===== src/rtl/baccarat_statemachine_pkg.sv =====
// Shared types and constants for the baccarat dealing controller.
// The state encoding is visible on the present_state debug port, so the values are fixed.
package baccarat_statemachine_pkg;

    typedef enum logic [2:0] {
        ST_P1     = 3'b000,
        ST_D1     = 3'b001,
        ST_P2     = 3'b010,
        ST_D2     = 3'b011,
        ST_P3     = 3'b100,
        ST_D3     = 3'b101,
        ST_RESULT = 3'b110
    } state_e;

    // Two-card total at or above this is a natural and ends the hand.
    localparam logic [3:0] NATURAL_MIN = 4'd8;
    // A two-card total at or above this stands on two cards.
    localparam logic [3:0] STAND_MIN   = 4'd6;

    // Load-enable vector {dcard3, pcard3, dcard2, pcard2, dcard1, pcard1} for a state.
    function automatic logic [5:0] loads_for(input state_e s);
        logic [5:0] loads;
        loads = 6'b000000;
        case (s)
            ST_P1:   loads = 6'b000001;
            ST_D1:   loads = 6'b000010;
            ST_P2:   loads = 6'b000100;
            ST_D2:   loads = 6'b001000;
            ST_P3:   loads = 6'b010000;
            ST_D3:   loads = 6'b100000;
            default: loads = 6'b000000;
        endcase
        return loads;
    endfunction

    function automatic logic is_natural(input logic [3:0] pscore, input logic [3:0] dscore);
        return (pscore >= NATURAL_MIN) || (dscore >= NATURAL_MIN);
    endfunction

endpackage


===== src/rtl/baccarat_dealer_draw_rule.sv =====
// Dealer third-card rule, applied after the player has taken a third card.
// Purely combinational: decides from the dealer two-card total and the player's third card.
module baccarat_dealer_draw_rule (
    input  logic [3:0] dscore,
    input  logic [3:0] pcard3,
    output logic       draw
);

    logic in2to7;
    logic in4to7;
    logic in6to7;

    assign in2to7 = (pcard3 >= 4'd2) && (pcard3 <= 4'd7);
    assign in4to7 = (pcard3 >= 4'd4) && (pcard3 <= 4'd7);
    assign in6to7 = (pcard3 >= 4'd6) && (pcard3 <= 4'd7);

    // Totals of 7 and above, including out-of-range values, always stand.
    always_comb begin
        draw = 1'b0;
        case (dscore)
            4'd0, 4'd1, 4'd2: draw = 1'b1;
            4'd3:             draw = (pcard3 != 4'd8);
            4'd4:             draw = in2to7;
            4'd5:             draw = in4to7;
            4'd6:             draw = in6to7;
            default:          draw = 1'b0;
        endcase
    end

endmodule


===== src/rtl/baccarat_statemachine.sv =====
// Card-dealing sequencer for baccarat: issues datapath load enables one card per clock
// and applies the third-card rules, then lights the winner(s) from the live scores.
module baccarat_statemachine
    import baccarat_statemachine_pkg::*;
(
    input  logic       slow_clock,
    input  logic       resetb,
    input  logic [3:0] pscore,
    input  logic [3:0] dscore,
    input  logic [3:0] pcard3,
    output logic       load_pcard1,
    output logic       load_pcard2,
    output logic       load_pcard3,
    output logic       load_dcard1,
    output logic       load_dcard2,
    output logic       load_dcard3,
    output logic       player_win_light,
    output logic       dealer_win_light,
    output logic [2:0] present_state
);

    state_e     state_q;
    state_e     state_d;
    logic [5:0] loads_q;
    logic       dealer_draws;

    baccarat_dealer_draw_rule u_draw_rule (
        .dscore (dscore),
        .pcard3 (pcard3),
        .draw   (dealer_draws)
    );

    // Out of D2 the scores are the two-card totals; out of P3 dscore is still the dealer's two-card total.
    always_comb begin
        state_d = ST_P1;
        case (state_q)
            ST_P1: state_d = ST_D1;
            ST_D1: state_d = ST_P2;
            ST_P2: state_d = ST_D2;
            ST_D2: begin
                if (is_natural(pscore, dscore)) begin
                    state_d = ST_RESULT;
                end else if (pscore < STAND_MIN) begin
                    state_d = ST_P3;
                end else if (dscore < STAND_MIN) begin
                    state_d = ST_D3;
                end else begin
                    state_d = ST_RESULT;
                end
            end
            ST_P3:     state_d = dealer_draws ? ST_D3 : ST_RESULT;
            ST_D3:     state_d = ST_RESULT;
            ST_RESULT: state_d = ST_RESULT;
            default:   state_d = ST_P1;
        endcase
    end

    // Load enables are registered alongside the state so they are glitch-free into the datapath.
    always_ff @(posedge slow_clock or posedge resetb) begin
        if (resetb) begin
            state_q <= ST_P1;
            loads_q <= loads_for(ST_P1);
        end else begin
            state_q <= state_d;
            loads_q <= loads_for(state_d);
        end
    end

    assign load_pcard1 = loads_q[0];
    assign load_dcard1 = loads_q[1];
    assign load_pcard2 = loads_q[2];
    assign load_dcard2 = loads_q[3];
    assign load_pcard3 = loads_q[4];
    assign load_dcard3 = loads_q[5];

    // Ties light both; outside RESULT neither light is on.
    assign player_win_light = (state_q == ST_RESULT) && (pscore >= dscore);
    assign dealer_win_light = (state_q == ST_RESULT) && (dscore >= pscore);

    assign present_state = state_q;

endmodule


===== config.mk =====
export PLATFORM = sky130hd
export DESIGN_NAME = baccarat_statemachine
export DESIGN_NICKNAME = d
export VERILOG_FILES = /design/src/rtl/baccarat_statemachine_pkg.sv /design/src/rtl/baccarat_dealer_draw_rule.sv /design/src/rtl/baccarat_statemachine.sv
export SDC_FILE = /design/constraint.sdc
export NUM_CORES = 1
export LEC_CHECK = 0
export CAP_MARGIN = 25
export CORE_MARGIN = 5
export CORE_UTILIZATION = 40
export DETAILED_ROUTE_END_ITERATION = 8
export GPL_TIMING_DRIVEN = 1
export PLACE_DENSITY = 0.77
export SETUP_SLACK_MARGIN = 0.02
export SLEW_MARGIN = 20
export SYNTH_ARGS = -nofsm -noshare
export SYNTH_HDL_FRONTEND = slang
export SYNTH_SLANG_ARGS = --single-unit

===== constraint.sdc =====
create_clock -name slow_clock -period 5 [get_ports slow_clock]
set_clock_uncertainty 0.05 [all_clocks]
set_input_delay 1.25 -clock slow_clock [delete_from_list [all_inputs] [get_ports slow_clock]]
set_output_delay 1.25 -clock slow_clock [all_outputs]
set_load 0.02 [all_outputs]

==> flow_metrics.env <==
export IMPL_syn_inst=61
export IMPL_ys_seq_area_frac=0.391
export IMPL_gp_congestion=0.711
export IMPL_clk_pin_slew_ns=0.06
export IMPL_track_usage=0.116
export IMPL_die_y_um=48.1
export IMPL_timing_slew_headroom=0.769
export IMPL_synthesis_area_um2=579
export IMPL_synth_cell_type_count=32
export IMPL_setup_viol=0
export IMPL_period_needed_ns=4.66
export IMPL_fmax_ghz=0.215
export IMPL_hold_class="flop to flop"
export IMPL_clk_latency_ns=0.25
export IMPL_drt_iter0_drc=8
export IMPL_instances_no_fill=101
export IMPL_total_power_mw=0.354
export IMPL_ctsHtreeMaxLevel=1
export IMPL_grt_max_degree=12
export IMPL_drive_gt1_frac=0.0930
export IMPL_layout_setup_ws_ns=0.340
export IMPL_grt_pass1_vias=444
export IMPL_period_share=0.932
export IMPL_crit_fanout=3
export IMPL_grt_pass1_wl_mm=1.86
export IMPL_syn_area_per_cell_um2=9.50
export IMPL_ys_seq_elements=9
export IMPL_min_from="present_state[1]"
export IMPL_antenna_found_initial=0
export IMPL_fill_cells=120
export IMPL_cts_setup_buffers=0
export IMPL_io_pins=25
export IMPL_cts_tree="yes"
export IMPL_p_per_area_nw_per_um2=419
export IMPL_p_leak_nw=0.358
export IMPL_post_route_drc_count=0
export IMPL_die_x_um=48.1
export IMPL_arrival_ns=3.36
export IMPL_ctsResizeCount=0
export IMPL_status="completed"
export IMPL_rr_startpoint="present_state[0]"
export IMPL_post_drt_wl_per_cell_um=11.9
export IMPL_numPortBuffers=24
export IMPL_clock_sinks=9
export IMPL_core_area_um2=1330
export IMPL_hold_ws_ns=0.589
export IMPL_vias=531
export IMPL_overflow=0
export IMPL_crit_path_start_kind="primary input"
export IMPL_cts_buffer_depth=2
export IMPL_ir_worst_vdd_v=0.000189
export IMPL_avgViaCountPerCell=5.26
export IMPL_critical_path_required_ns=3.70
export IMPL_antenna_cells=0
export IMPL_synth_fp_nets=79
export IMPL_syn_to_final_growth_pct=45.6
export IMPL_ys_warn_count=0
export IMPL_dp_hpwl_um=987
export IMPL_placedCellCount=97
export IMPL_numCtsBuffers=3
export IMPL_pre_cts_slack_ns=0.349
export IMPL_routed_wl_mm=1.20
export IMPL_num_rows=13
export IMPL_worstRegToRegCells=4
export IMPL_end_kind="primary output"
export IMPL_initial_core_util=0.434
export IMPL_drtPass1Iterations=4
export IMPL_cts_root_buf="clkbuf_4"
export IMPL_fin_nets=105
export IMPL_path_class="primary input to primary output"
export IMPL_tightest_slew_ns=0.347
export IMPL_final_hold_violation_count=0
export IMPL_postCtsHoldBufs=0
export IMPL_rsz0062_at_grt="false"
export IMPL_slew_violations=0
export IMPL_setup_tns_ns=0
export IMPL_drv_cap=0
export IMPL_min_path_cells=1
export IMPL_crit_start="pscore[1]"
export IMPL_dieArea_um2=2310
export IMPL_ant_nets=0
==> state kept, by name (all words and copies together) (netlist names) <==
| name | flops |
|---|---|
| loads_q | 6 |
| present_state | 3 |
==> Yosys cell counts (all sizes together) <==
library cell,number,area share
nand2b,2,0.022
and4,1,0.015
o2111ai,1,0.015
o311ai,1,0.028
or3,1,0.011
nor3,1,0.0086
o21a,1,0.013
nand4b,1,0.015
nand2,5,0.032
o21ai,1,0.0086
and3,1,0.011
o2bb2ai,1,0.015
o31ai,1,0.013
nand4,1,0.011
xnor2,1,0.015
nand3,1,0.0086
a22oi,1,0.022
nand3b,1,0.013
dfrtp,8,0.35
buf,3,0.037
or3b,1,0.015
ha,4,0.086
inv,5,0.032
a21oi,4,0.041
dfstp,1,0.045
a21o,1,0.013
nor2b,2,0.022
nor2,6,0.039
nor3b,2,0.026
and4bb,1,0.022
==> worst max-delay path, cell delays in order <==
cell	delay, ns
clkdlybuf4s50_1	0.48
inv_1	0.05
ha_1	0.31
nor2b_1	0.14
o21a_1	0.16
o21ai_0	0.21
o2bb2ai_1	0.15
clkdlybuf4s50_1	0.62
==> stage by stage <==
stage | utilization | cell area, µm²
after floorplan | - | 579
after global placement | 0.613 | 817
after detailed placement | 0.613 | 817
after CTS | 0.632 | 843
after global routing | 0.632 | 843
final | 0.632 | 843
==> cell usage in the layout, fill, tap and decap left out, drive strengths merged, types with 2 or more instances in the layout <==
cell,instances
clkdlybuf4s50,24
nand2b,2
nand2,5
nor3b,2
nor2b,2
dfrtp,8
a21oi,4
inv,5
clkbuf,4
nor2,6
ha,4
==> report_power, final <==
| part | internal (mW) | total (mW) | switching (mW) | leakage, nW |
|---|---|---|---|---|
| combinational | 0.0894 | 0.169 | 0.0800 | 0.230 |
| clock | 0.0306 | 0.0535 | 0.0229 | 0.0150 |
| sequential | 0.0966 | 0.131 | 0.0342 | 0.113 |
| total | 0.217 | 0.354 | 0.137 | 0.358 |
==> final timing paths <==
kind,endpoint,slack (ns)
max in group asynchronous,loads_q[0],3.41
min reg2reg,loads_q[2],0.59
min in group asynchronous,loads_q[2],1.19
min,loads_q[2],0.59
max reg2reg,loads_q[5],3.65
max,player_win_light,0.34
==> cell families (layout without fill, tap and decap cells) <==
logic type	after synthesis	in the layout	synth area share
simple gates	27	27	0.270
fa+ha+maj	4	4	0.0864
compound gates	12	12	0.168
buf+inv	8	33	0.0691
xor+xnor	1	1	0.0151
flops	9	9	0.391
==> per-layer routing <==
metal  global-route usage  vias up  part of all wire  wire [µm]
li1                     -      268                 -          -
met1                0.126      238              0.42        510
met2                0.206       23              0.46        556
met3               0.0263        2             0.096        116
met4               0.0645        0             0.016         19
met5                    0        -                 0          0
==> cell type report <==
cell class                 instances  area [µm²]  area share
multi-input combinational         44         313       0.371
tap                               15        18.8      0.0223
timing repair buffer              24         240       0.285
inverter                           5        18.8      0.0223
sequential                         9         226       0.269
clock buffer                       4        26.3      0.0312
Note: power is estimated with default switching activity, not from simulation.
